$ cat src/rtl/apb_i2c_regif.sv
// apb_i2c_regif: APB slave register file in front of the I2C core.
// Six-register map, FIFO wait states with timeout, PSLVERR, W1C interrupt.
// Ports:
//   PCLK, PRESET                     clock, async active-high reset
//   PSELx, PENABLE, PWRITE, PADDR,   APB request
//   PWDATA
//   PRDATA, PREADY, PSLVERR          APB response
//   TX_FULL, TX_EMPTY, RX_EMPTY,     I2C core status
//   ERROR
//   RX_DATA, RD_ENA                  RX FIFO head word and pop
//   TX_DATA, WR_ENA                  TX FIFO word and push
//   I2C_CONFIG                       configuration register
//   INT                              |(INT_STAT & INT_EN)
module apb_i2c_regif #(
    parameter int DATA_W   = 32,
    parameter int ADDR_W   = 8,
    parameter int CFG_W    = 14,
    parameter int WAIT_MAX = 15
) (
    input  logic              PCLK,
    input  logic              PRESET,
    input  logic              PSELx,
    input  logic              PENABLE,
    input  logic              PWRITE,
    input  logic [ADDR_W-1:0] PADDR,
    input  logic [DATA_W-1:0] PWDATA,
    output logic [DATA_W-1:0] PRDATA,
    output logic              PREADY,
    output logic              PSLVERR,
    input  logic              TX_FULL,
    input  logic              TX_EMPTY,
    input  logic              RX_EMPTY,
    input  logic              ERROR,
    input  logic [DATA_W-1:0] RX_DATA,
    output logic [DATA_W-1:0] TX_DATA,
    output logic              WR_ENA,
    output logic              RD_ENA,
    output logic [CFG_W-1:0]  I2C_CONFIG,
    output logic              INT
);

    // SETUP: setup phase seen last cycle, first access cycle expected.
    // ACCESS: access is being stalled by a FIFO.
    typedef enum logic [1:0] {
        S_IDLE,
        S_SETUP,
        S_ACCESS
    } state_t;

    state_t r_state;
    state_t w_next;

    logic [CFG_W-1:0] r_cfg;
    logic [3:0]       r_int_en;
    logic [3:0]       r_int_stat;
    logic [7:0]       r_wait;
    logic             r_tx_empty_q;
    logic             r_rx_empty_q;
    logic             r_error_q;

    logic [ADDR_W-3:0] w_idx;
    logic [2:0]        w_reg;
    logic              w_mapped;
    logic              w_dec_err;
    logic              w_tx;
    logic              w_rx;
    logic              w_busy;
    logic              w_tmo;
    logic              w_acc;
    logic              w_perr;
    logic              w_ready;
    logic              w_slverr;
    logic              w_wr_ok;
    logic [DATA_W-1:0] w_rdata;
    logic [3:0]        w_set;
    logic [3:0]        w_clr;

    assign w_idx    = PADDR[ADDR_W-1:2];
    assign w_reg    = w_idx[2:0];
    assign w_mapped = (PADDR[1:0] == 2'b00)
                   && (w_idx < (ADDR_W-2)'(6));

    assign w_dec_err = !w_mapped
        || (!PWRITE && w_reg == 3'd0)
        || (PWRITE && (w_reg == 3'd1 || w_reg == 3'd3));

    assign w_tx   = w_mapped && PWRITE && w_reg == 3'd0;
    assign w_rx   = w_mapped && !PWRITE && w_reg == 3'd1;
    assign w_busy = (w_tx && TX_FULL) || (w_rx && RX_EMPTY);
    assign w_tmo  = w_busy && (r_wait == 8'(WAIT_MAX));

    // Outputs are forced low while reset is held, even if the bus
    // still shows an access phase.
    assign w_acc  = !PRESET && PSELx && PENABLE
                 && (r_state != S_IDLE);
    assign w_perr = !PRESET && PSELx && PENABLE
                 && (r_state == S_IDLE);

    always_comb begin
        case (w_reg)
            3'd1:    w_rdata = RX_DATA;
            3'd2:    w_rdata = DATA_W'(r_cfg);
            3'd3:    w_rdata = DATA_W'({ERROR, RX_EMPTY,
                                        TX_FULL, TX_EMPTY});
            3'd4:    w_rdata = DATA_W'(r_int_en);
            3'd5:    w_rdata = DATA_W'(r_int_stat);
            default: w_rdata = '0;
        endcase
    end

    always_comb begin
        w_ready  = 1'b0;
        w_slverr = 1'b0;
        WR_ENA   = 1'b0;
        RD_ENA   = 1'b0;
        PRDATA   = '0;
        if (w_perr) begin
            w_ready  = 1'b1;
            w_slverr = 1'b1;
        end else if (w_acc) begin
            if (w_dec_err) begin
                w_ready  = 1'b1;
                w_slverr = 1'b1;
            end else if (w_busy) begin
                w_ready  = w_tmo;
                w_slverr = w_tmo;
            end else begin
                w_ready = 1'b1;
                WR_ENA  = w_tx;
                RD_ENA  = w_rx;
                if (!PWRITE) begin
                    PRDATA = w_rdata;
                end
            end
        end
    end

    assign PREADY  = w_ready;
    assign PSLVERR = w_slverr;
    assign w_wr_ok = w_acc && w_ready && !w_slverr && PWRITE;

    always_comb begin
        w_next = r_state;
        unique case (r_state)
            S_IDLE: begin
                if (PSELx && !PENABLE) begin
                    w_next = S_SETUP;
                end
            end
            S_SETUP, S_ACCESS: begin
                if (!PSELx) begin
                    w_next = S_IDLE;
                end else if (PENABLE) begin
                    w_next = w_ready ? S_IDLE : S_ACCESS;
                end
            end
            default: w_next = S_IDLE;
        endcase
    end

    always_ff @(posedge PCLK or posedge PRESET) begin
        if (PRESET) begin
            r_state <= S_IDLE;
        end else begin
            r_state <= w_next;
        end
    end

    // Event set takes priority over a same-cycle W1C clear.
    assign w_set = {w_acc && w_tmo,
                    ERROR && !r_error_q,
                    r_rx_empty_q && !RX_EMPTY,
                    TX_EMPTY && !r_tx_empty_q};
    assign w_clr = (w_wr_ok && w_reg == 3'd5) ? PWDATA[3:0] : 4'd0;

    always_ff @(posedge PCLK or posedge PRESET) begin
        if (PRESET) begin
            r_cfg        <= '0;
            r_int_en     <= '0;
            r_int_stat   <= '0;
            r_wait       <= '0;
            r_tx_empty_q <= 1'b1;
            r_rx_empty_q <= 1'b1;
            r_error_q    <= 1'b0;
        end else begin
            if (w_acc && w_busy && !w_tmo) begin
                r_wait <= r_wait + 8'd1;
            end else begin
                r_wait <= '0;
            end
            if (w_wr_ok && w_reg == 3'd2) begin
                r_cfg <= PWDATA[CFG_W-1:0];
            end
            if (w_wr_ok && w_reg == 3'd4) begin
                r_int_en <= PWDATA[3:0];
            end
            r_int_stat   <= (r_int_stat & ~w_clr) | w_set;
            r_tx_empty_q <= TX_EMPTY;
            r_rx_empty_q <= RX_EMPTY;
            r_error_q    <= ERROR;
        end
    end

    assign TX_DATA    = PWDATA;
    assign I2C_CONFIG = r_cfg;
    assign INT        = |(r_int_stat & r_int_en);

endmodule
$ cat config.mk
export PLATFORM = sky130hd
export DESIGN_NAME = apb_i2c_regif
export DESIGN_NICKNAME = d
export VERILOG_FILES = /design/src/rtl/apb_i2c_regif.sv
export SDC_FILE = /design/constraint.sdc
export NUM_CORES = 1
export LEC_CHECK = 0
export BUFFER_PORTS_ARGS = -buffer_cell sky130_fd_sc_hd__buf_2
export CORE_MARGIN = 1
export CORE_UTILIZATION = 38
export CTS_BUF_LIST = sky130_fd_sc_hd__clkbuf_4 sky130_fd_sc_hd__clkbuf_8 sky130_fd_sc_hd__clkbuf_16
export DETAILED_ROUTE_END_ITERATION = 16
export MAX_ROUTING_LAYER = met4
export PLACE_DENSITY_LB_ADDON = 0.15
export SLEW_MARGIN = 20
export SYNTH_ARGS = -nofsm -noshare
export SYNTH_HDL_FRONTEND = slang
export SYNTH_SLANG_ARGS = --single-unit
$ cat constraint.sdc
create_clock -name PCLK -period 2.2 [get_ports PCLK]
set_input_delay 0.11 -clock PCLK [delete_from_list [all_inputs] [get_ports PCLK]]
set_output_delay 0.11 -clock PCLK [all_outputs]
set_load 0.02 [all_outputs]
* Yosys cells after proc, flatten, opt, wreduce, memory -nomap -nowiden
Cells that the tools add are included. Widths: inputs -> output; s select.
Storage, ports and cells: logic and storage cells 100, output and inout bits 83, flip-flop bits (word level) 35
Operators by class: add/subtract/negate cells 1, reduce and logical (&&, ||, !) cells 47, equality and inequality tests 10, magnitude comparators 1, bitwise gates (word level) 4, multiplexer cells 29
Operators by type and width (number):
- $mux 32 | 5
- $pmux 32 s5 | 1
- $logic_and 1x1->1 | 27
- $mux 1 | 16
- $logic_not 1->1 | 9
- $add 8x1->8 const B | 1
- $and 4x4->4 | 2
- $eq 8x4->1 const B | 1
- $mux 2 | 4
- $mux 8 | 1
- $eq 3x2->1 const B | 2
- $eq 3x3->1 const B | 2
- $lt 6x3->1 const B | 1
- $logic_not 2->1 | 2
- $logic_or 1x1->1 | 4
- $mux 4 | 1
- $not 4->4 | 1
- $or 4x4->4 | 1
- $pmux 2 s2 | 1
- $reduce_or 4->1 | 1
- $eq 3x1->1 const B | 1
- $logic_not 3->1 | 1
- $ne 3x3->1 const B | 1
- $eq 2x1->1 const B | 1
- other kinds (5) | 5

* Depth between registers and ports, before layout
Gate-level depths: netlist of the first run.
depth after elaboration 19, gate-level depth with buffers 8, mapped depth without buffers 6

* Worst setup path before layout of the first run
OpenSTA, ideal clock, no wires.
path kind register to output, start point register r_state[0], end point output PRDATA[22], required time 2.090 ns, stages on the path, launching flop included 9, arrival time 2.096 ns, setup slack -0.006 ns, cell sequence dfrtp_1 > inv_1 > ha_1 > or4_4 > nor3_4 > and4b_1 > buf_2 > buf_4 > and2_1
On the way: word-level cells in the longest chain between the ends 4, elaborated cells on any way between the ends 6, classes of those cells mux (2); reduce/logical (4)
RTL lines:
- from (decl) | line 50 | state_t r_state;
- from (signal assigned) | line 165 | r_state <= w_next;
- $reduce_bool 2->1 | line 95 | && (r_state != S_IDLE);
- $logic_and 1x1->1 | line 95
- $mux 32 | line 120 | end else if (w_acc) begin
- $mux 32 (*) | line 117 | if (w_perr) begin
- to (decl) | line 27 | output logic [DATA_W-1:0] PRDATA,
Mark *: on every way between the ends. The rest lies on a longest branch, timed or not.

* Final worst setup path of the first run
start point register r_state[0], end point output PRDATA[8]
The elaborated chain is that of the path after synthesis.

==> impl_metrics.toml, run 1 <==
[critical_path]
crit_path_end = "PRDATA[8]"
crit_required_ns = 2.09
ff2ff_path_depth = 9
critPathLaunch = "r_state[0]"
crit_path_start_kind = "flip-flop"
critPathKind = "reg2out"
crit_fanout = 5
r2r-end = "I2C_CONFIG[6]"
r2r_start = "r_state[0]"
worst_setup_path_end_kind = "primary output"
arrival_ns = 2.17
ff2ff_setup_slack_ns = 0.06

[die]
start_util_pct = 39.6
coreArea_sq_um = 5990
io_pins = 164
dieWidth_microns = 81.1
die_y_microns = 81.1
die-area_sq_um = 6570
rows = 28

[logic_synthesis]
syn_nets = 327
syn_avg_cell_area_sq_um = 9.81
yosysUniqueCellTypes = 43
synth_cells = 242
synth_area_sq_um = 2370
ys_ff_latch = 35
yosysWarningCount = 0
yosysSeqAreaShare_pct = 37.0

[global_route]
grt_start_max_net_pins = 36
gr-usage-all-layers_pct = 20.0
grt_pass1_vias = 2018
antenna_found_initial = 0
grt-ovfl-total = 0
grt_pass1_wl_mm = 9.67

[clock_network]
clk_pin_slew_ns = 0.07
clock-sinks = 35
clockBufferDepth = 2
cts_tree = "yes"
root_buffer = "clkbuf_8"
clk_latency_ns = 0.29
numCtsBuffers = 5
htreeDepth = 2

[finish]
drive_gt1_share_pct = 60.1
final.fill_count = 545
area_growth_pct = 48.9
multi_input_area_sq_um = 1330
finish.net_count = 447
seq_area_sq_um = 878
final_common_cell = "buf_2"
antennaDiodeCount = 0
layout_common_cells = "buf_2 (91), dfrtp_1 (33), buf_6 (31)"

[sta]
fin_crit_sh_pct = 104
finalSetupViolCount = 33
fin_worst_skew_ns = 0.00179
timing.final.ws_setup_ns = -0.0826
rsz0062_at_grt = "yes"
hold_viol_final = 0
fin_crit_ns = 2.28
finalMaxSlewViolations = 0
final.setup.tns_ns = -2.12
relSlewSlack_pct = 55.3
fmaxAchievable_ghz = 0.438
tightest_slew_ns = 0.664

[power_and_ir_drop]
ir_drop_mv = 0.351
static-leakage-power_nw = 1.81
powerDensity_nw_per_um2 = 483

[min_path]
hold_path_depth = 2
min_path_type = "in2reg"

[place]
portBuffers = 127
place.gp.congestion = 0.795
hpwlAfterDp_mm = 4.45
dp_slack_ns = 0.0320

[routing]
drt_iter0_drc = 44
ant_nets = 0
first_pass_iters = 7
viasPerCell = 4.99
dr_total_vias = 2185
drt_wl_total_mm = 6.38
wl_per_cell_microns = 14.6
route.detailed.drc = 0

[run_status]
violations = "setup timing"
outcome = "complete, but fails checks"

[run]
maxCapViolCount = 0
==> how the worst min path moves through the flow <==
stage	start	to
finish	PWDATA[4]	I2C_CONFIG[4]
global route	PWDATA[8]	I2C_CONFIG[8]
CTS	PWDATA[4]	I2C_CONFIG[4]
detailed placement	PWDATA[25]	TX_DATA[25]
global placement	PWDATA[25]	TX_DATA[25]
floorplan	RX_EMPTY	r_rx_empty_q
==> cell usage after synthesis, drive strengths merged <==
| library cell | number | area (sq um) |
|---|---|---|
| buf | 36 | 268 |
| dfrtp | 33 | 826 |
| nor2 | 25 | 93.8 |
| mux2 | 23 | 297 |
| and2 | 18 | 113 |
| a22oi | 16 | 120 |
| nand2 | 15 | 56.3 |
| inv | 9 | 33.8 |
| clkbuf | 5 | 18.8 |
| ha | 4 | 50.1 |
| mux2i | 4 | 40.0 |
| nand2b | 4 | 25.0 |
| nand3b | 4 | 30.0 |
| nor4 | 4 | 25.0 |
| o22a | 4 | 35.0 |
| xnor2 | 4 | 35.0 |
| a21oi | 3 | 15.0 |
| a22o | 3 | 26.3 |
| nand3 | 3 | 15.0 |
| nor2b | 3 | 18.8 |
| nor3 | 3 | 26.3 |
| dfstp | 2 | 52.6 |
| nand4b | 2 | 32.5 |
| o21ai | 2 | 10.0 |
| a211o | 1 | 8.76 |
| a21boi | 1 | 7.51 |
| a311o | 1 | 10.0 |
| a32o | 1 | 10.0 |
| and3 | 1 | 6.26 |
| and4b | 1 | 10.0 |
| nor3b | 1 | 7.51 |
| nor4bb | 1 | 10.0 |
| o2bb2ai | 1 | 8.76 |
| o31ai | 1 | 7.51 |
| or3 | 1 | 6.26 |
| or4 | 1 | 11.3 |
| xor2 | 1 | 8.76 |
==> cell type report <==
type                            instances  share of cell area (%)
Multi-Input combinational cell        157                    37.7
Timing Repair Buffer                  154                    30.5
Sequential cell                        35                    24.8
Tap cell                               75                    2.65
Clock buffer                            6                    2.33
Clock inverter                          2                   0.990
Inverter                                9                   0.955
==> cells by family (layout without fill, tap and decap cells) <==
group                    count (synthesis)  after routing  synth area share, %
adder cells (fa/ha/maj)                  4              4                 2.11
AO/OA/AOI/OAI                           34             34                 10.9
XOR/XNOR                                 5              5                 1.84
buffers and inverters                   50            171                 13.5
AND/OR/NAND/NOR                         87             87                 20.5
flip-flops                              35             35                 37.0
multiplexers                            27             27                 14.2
==> registers in the layout, summed over array words and instances, names as in the netlist <==
| register | count |
|---|---|
| r_error_q | 1 |
| r_state | 2 |
| I2C_CONFIG | 14 |
| r_int_en | 4 |
| r_int_stat | 4 |
| r_rx_empty_q | 1 |
| r_wait | 8 |
| r_tx_empty_q | 1 |
==> metrics by stage <==
stage | hold slack (ns) | instance area, sq um | utilization (%) | cells | power (mW)
finish | 0.0577 | 3540 | 59.0 | 438 | 1.71
global route | 0.0562 | 3540 | 59.0 | 438 | 1.80
CTS | 0.0531 | 3380 | 56.4 | 434 | 1.69
detailed placement | 0.220 | 2960 | 49.5 | 416 | 1.02
global placement | 0.220 | 2960 | 49.5 | 416 | 1.02
floorplan | 0.114 | 2400 | - | 242 | 0.940
==> report_power, final <==
group / internal (mW) / switching (mW)
Sequential: 0.666 / 0.0142
Clock: 0.367 / 0.251
Combinational: 0.208 / 0.203
==> layer usage <==
metal | global-route usage (%) | part of all wire (%)
met4 | 7.86 | 1.6
met5 | - | 0
met1 | 25.6 | 44
met2 | 31.1 | 50
met3 | 3.93 | 5.2
==> repair_timing <==
action,in CTS,in global routing
pin swaps,11,10
hold buffers,4,0
setup endpoints to repair,36,45
hold endpoints to repair,36,0
setup buffers,5,5
resized for setup,71,34
cloned,1,0
==> worst max-delay path, cell delays in order (launching register included) <==
cell	delay, ns
dfrtp_1	0.37
inv_2	0.06
ha_4	0.15
or4_4	0.44
nor3_4	0.16
buf_6	0.13
nand3b_1	0.14
buf_6	0.20
nor2_4	0.10
buf_6	0.12
No activity file was read; power rests on OpenSTA's default activity.
==> inputs of run 2 (changes only) <==
==> constraint.sdc (replaced) <==
create_clock -name PCLK -period 2.2 [get_ports PCLK]
set_input_delay 0.11 -clock PCLK [delete_from_list [all_inputs] [get_ports PCLK]]
set_output_delay 0.11 -clock PCLK [all_outputs]
set_load 0.01 [all_outputs]
==> impl_metrics.toml, run 2 (synthesis results as in run 1) <==
[place]
place.gp.congestion = 0.828
portBuffers = 127
post-place-cells = 413
hpwlAfterDp_mm = 4.50

[sta]
fin_worst_skew_ns = 0.00455
finalMaxSlewViolations = 0
fmaxAchievable_ghz = 0.431
finalSetupViolCount = 33
hold_viol_final = 0
fin_crit_ns = 2.32
rsz0062_at_grt = "yes"
fin_crit_sh_pct = 106
timing.final.ws_setup_ns = -0.122
final.setup.tns_ns = -1.97
relSlewSlack_pct = 67.0
tightest_slew_ns = 0.491

[run]
maxCapViolCount = 0

[clock_network]
clk_pin_slew_ns = 0.07
clockBufferDepth = 2
clk_latency_ns = 0.29
htreeDepth = 2
numCtsBuffers = 5
clock-sinks = 35
cts_tree = "yes"
root_buffer = "clkbuf_8"

[power_and_ir_drop]
powerDensity_nw_per_um2 = 504
static-leakage-power_nw = 1.76
ir_drop_mv = 0.334

[critical_path]
critPathKind = "reg2out"
crit_path_start_kind = "flip-flop"
ff2ff_setup_slack_ns = 0.05
arrival_ns = 2.21
worst_setup_path_end_kind = "primary output"
crit_fanout = 10
crit_required_ns = 2.09

[global_route]
grt_start_max_net_pins = 36
grt_pass1_vias = 1965
grt_pass1_wl_mm = 9.49
grt_use_met1_pct = 25.6
grt-ovfl-total = 0
gr-usage-all-layers_pct = 20.0
top_usage_layer = "met2"
use_met2_pct = 29.8
antenna_found_initial = 0
gr-usage-met3_pct = 5.06

[die]
die-area_sq_um = 6570
die_y_microns = 81.1
rows = 28
io_pins = 164
start_util_pct = 39.6
dieWidth_microns = 81.1
coreArea_sq_um = 5990

[run_status]
violations = "setup timing"
outcome = "complete, but fails checks"

[routing]
route.detailed.drc = 0
ant_nets = 0
viasPerCell = 4.92
drt_wl_total_mm = 6.24
wl_per_cell_microns = 14.3
dr_total_vias = 2147
drt_iter0_drc = 85
first_pass_iters = 4

[finish]
final_common_cell = "buf_2"
drive_gt1_share_pct = 54.8
layout_common_cells = "buf_2 (121), dfrtp_1 (33), nor2_1 (23)"
final.fill_count = 591
finalNonFillerCells = 436
largest_reg_flops = 14
area_growth_pct = 37.1
antennaDiodeCount = 0
postLayoutCoreUtil_pct = 54.4
finish.net_count = 445

[min_path]
min_path_type = "in2reg"
[run 2: power breakdown]
part           switching (mW)  internal (mW)  total [mW]  leakage, nW
registers              0.0149          0.666       0.681        0.462
logic                   0.182          0.196       0.377         1.24
clock network           0.246          0.337       0.583       0.0581
total                   0.442           1.20        1.64         1.76
[run 2: repair_timing]
item                                   in CTS  in global routing
gates resized for setup                    15                 13
endpoints found under the hold margin      36                  0
gates cloned                                1                  0
setup endpoints to repair                  36                 50
hold buffers                                4                  0
buffers inserted                            9                  2
pin swaps                                   5                  4
[run 2: worst paths after layout]
check | to | from | cells after the start
min reg2reg | r_wait[0] | r_wait[0] | 1
max in group asynchronous | r_rx_empty_q | PRESET | 4
min in group asynchronous | r_wait[2] | PRESET | 4
max reg2reg | I2C_CONFIG[4] | r_state[1] | 9
min | I2C_CONFIG[6] | PWDATA[6] | 2
max | PRDATA[16] | r_state[1] | 9
[run 2: stage by stage]
step	power (mW)	hold WS [ns]	setup WS [ns]	cell area, sq um
5_1_grt	1.74	0.0333	-0.235	3260
6_report	1.64	0.0588	-0.122	3260
3_5_place_dp	0.981	0.220	0.0771	2920
3_3_place_gp	0.974	0.220	0.119	2920
4_1_cts	1.66	0.0480	-0.179	3220
2_1_floorplan	0.911	0.114	0.0863	2370
[run 2: area by class of cell]
class                   count  area, sq um  share of cell area, %
clock buffers               5         68.8                   2.11
clock inverters             3         43.8                   1.34
inverters                   9         33.8                   1.04
multi-input cells         157         1230                   37.7
flip-flops and latches     35          878                   27.0
well taps                  75         93.8                   2.88
repair buffers            152          911                   28.0
[run 2: critical path: stages (launching register included)]
cell     delay, ns
dfrtp_1       0.38
inv_2         0.06
ha_4          0.15
or4_4         0.44
nor3_4        0.16
and4b_2       0.28
buf_6         0.11
buf_12        0.10
and2_1        0.12
buf_2         0.12
[run 2: metal layers]
metal  wire length, microns  vias up
li1                       -     1045
met1                   2780     1007
met2                   2990       82
met3                    373       13
met4                     91        0
met5                      0        -
==> inputs of run 3 (changes only) <==
--- a/config.mk
+++ b/config.mk
@@ -7,8 +7,9 @@
 export LEC_CHECK = 0
 export BUFFER_PORTS_ARGS = -buffer_cell sky130_fd_sc_hd__buf_2
 export CORE_MARGIN = 1
-export CORE_UTILIZATION = 38
-export CTS_BUF_LIST = sky130_fd_sc_hd__clkbuf_4 sky130_fd_sc_hd__clkbuf_8 sky130_fd_sc_hd__clkbuf_16
+export CORE_UTILIZATION = 39
+export CTS_BUF_LIST = sky130_fd_sc_hd__clkbuf_8
+export CTS_CLUSTER_DIAMETER = 50
 export DETAILED_ROUTE_END_ITERATION = 16
 export MAX_ROUTING_LAYER = met4
 export PLACE_DENSITY_LB_ADDON = 0.15
==> impl_metrics.toml, run 3 (synthesis results as in run 1) <==
[run_status]
outcome = "complete, but fails checks"
violations = "setup timing"

[sta]
rsz0062_at_grt = "yes"
finalMaxSlewViolations = 0
fin_worst_skew_ns = 0.00709
fmaxAchievable_ghz = 0.442
hold_viol_final = 0
relSlewSlack_pct = 65.1
fin_crit_ns = 2.26
timing.final.ws_setup_ns = -0.0618
fin_crit_sh_pct = 103
finalSetupViolCount = 28
tightest_slew_ns = 0.519

[routing]
drt_wl_total_mm = 6.02
drt_iter0_drc = 88
viasPerCell = 4.80
dr_total_vias = 2091
first_pass_iters = 4
wl_per_cell_microns = 13.8
ant_nets = 0
route.detailed.drc = 0

[critical_path]
arrival_ns = 2.15
worst_setup_path_end_kind = "primary output"
crit_path_start_kind = "flip-flop"
critPathKind = "reg2out"
crit_required_ns = 2.09
max_stage_delay_ns = 0.44
critPathSlowestCell = "or4_4"
crit_fanout = 5
path_cells = "inv_1 > ha_4 > or4_4 > nor3_4 > buf_4 > nand3b_1 > buf_6 > nor2_2 > buf_2"

[place]
dp_slack_ns = 0.0808
place.gp.congestion = 0.791
portBuffers = 127
post-place-cells = 413
hpwlAfterDp_mm = 4.34

[global_route]
grt_start_max_net_pins = 36
grt-ovfl-total = 0
antenna_found_initial = 0
grt_pass1_vias = 1841
grt_pass1_wl_mm = 8.98
gr-usage-all-layers_pct = 18.9

[die]
die-area_sq_um = 6410
die_y_microns = 80.0
io_pins = 164
coreArea_sq_um = 5890
start_util_pct = 40.3
dieWidth_microns = 80.0
rows = 28

[clock_network]
htreeDepth = 2
clk_latency_ns = 0.28
numCtsBuffers = 5
clockBufferDepth = 2
root_buffer = "clkbuf_8"
clk_pin_slew_ns = 0.06
cts_tree = "yes"
clock-sinks = 35

[finish]
finalNonFillerCells = 436
finish.net_count = 445
antennaDiodeCount = 0
area_growth_pct = 35.2
postLayoutCoreUtil_pct = 54.6
final_common_cell = "buf_2"
largest_reg_flops = 14
drive_gt1_share_pct = 55.4
layout_common_cells = "buf_2 (125), dfrtp_1 (33), and2_1 (17), buf_4 (17), a22oi_1 (16)"

[power_and_ir_drop]
p_int_mw = 1.10
seqPwrFrac_pct = 44.7
ir_drop_mv = 0.364
power_switching_mw = 0.423
p_comb_share_pct = 26.8
static-leakage-power_nw = 1.75
clkPwrFrac_pct = 28.5
powerDensity_nw_per_um2 = 473
sw_frac_of_total_pct = 27.8

[min_path]
min_path_type = "in2reg"

[run]
maxCapViolCount = 0
==> run 3: cell types whose count changed in the layout (fill, tap and decap cells not counted), sizes merged <==
cell	change
bufinv	-1
clkinv	-1
inv	+2
==> run 3: final cells by class <==
cell class / count / area, sq um
clock buffers: 5 / 68.8
clock inverters: 3 / 12.5
fillers: 578 / 2670
inverters: 9 / 33.8
multi-input cells: 157 / 1250
flip-flops and latches: 35 / 878
well taps: 75 / 93.8
repair buffers: 152 / 878
==> run 3: final timing paths <==
| path | startpoint | depth (start not counted) | to | slack, ns |
|---|---|---|---|---|
| worst max-delay path | r_state[1] | 9 | PRDATA[7] | -0.06 |
| worst min-delay path | PWDATA[9] | 2 | I2C_CONFIG[9] | 0.08 |
| worst max register to register | r_state[1] | 9 | I2C_CONFIG[9] | 0.06 |
| worst min register to register | r_wait[0] | 1 | r_wait[0] | 0.49 |
| max in group asynchronous | PRESET | 4 | r_rx_empty_q | 1.37 |
| min in group asynchronous | PRESET | 4 | r_wait[5] | 0.48 |
==> run 3: power groups by stage <==
stage | clock [mW] | combinational (mW) | sequential, mW
floorplan | 0 | 0.220 | 0.691
global placement | 0 | 0.281 | 0.693
detailed placement | 0 | 0.290 | 0.693
CTS | 0.452 | 0.363 | 0.680
global route | 0.484 | 0.447 | 0.681
finish | 0.434 | 0.408 | 0.679
==> run 3: critical path: cells and delay by family (launching register included) <==
kind,cells,cell delay [ns]
flops,1,0.35
buf+inv,4,0.53
simple gates,4,0.82
fa+ha+maj,1,0.17
==> run 3: through the flow <==
step	TNS, ns	hold WS (ns)	instance area, sq um	power [mW]
after global routing	-3.82	0.0595	3210	1.61
after CTS	-3.39	0.0666	3140	1.49
after floorplan	0	0.114	2370	0.911
final	-0.764	0.0754	3210	1.52
after detailed placement	0	0.220	2920	0.983
after global placement	0	0.220	2920	0.974
==> run 3: what timing repair did <==
item	in CTS	in global routing
setup buffers	8	3
hold buffers	4	0
endpoints found under the hold margin	36	0
endpoints found under the setup margin	35	54
gates resized for setup	11	17
cloned	1	0
pin swaps	16	4
==> run 3: metal layers <==
layer / GRT usage [%] / wire length (microns) / up-vias
li1: - / - / 1040
met1: 25.8 / 2850 / 974
met2: 28.0 / 2800 / 69
met3: 4.34 / 310 / 8
met4: 5.36 / 58 / 0
met5: - / 0 / -
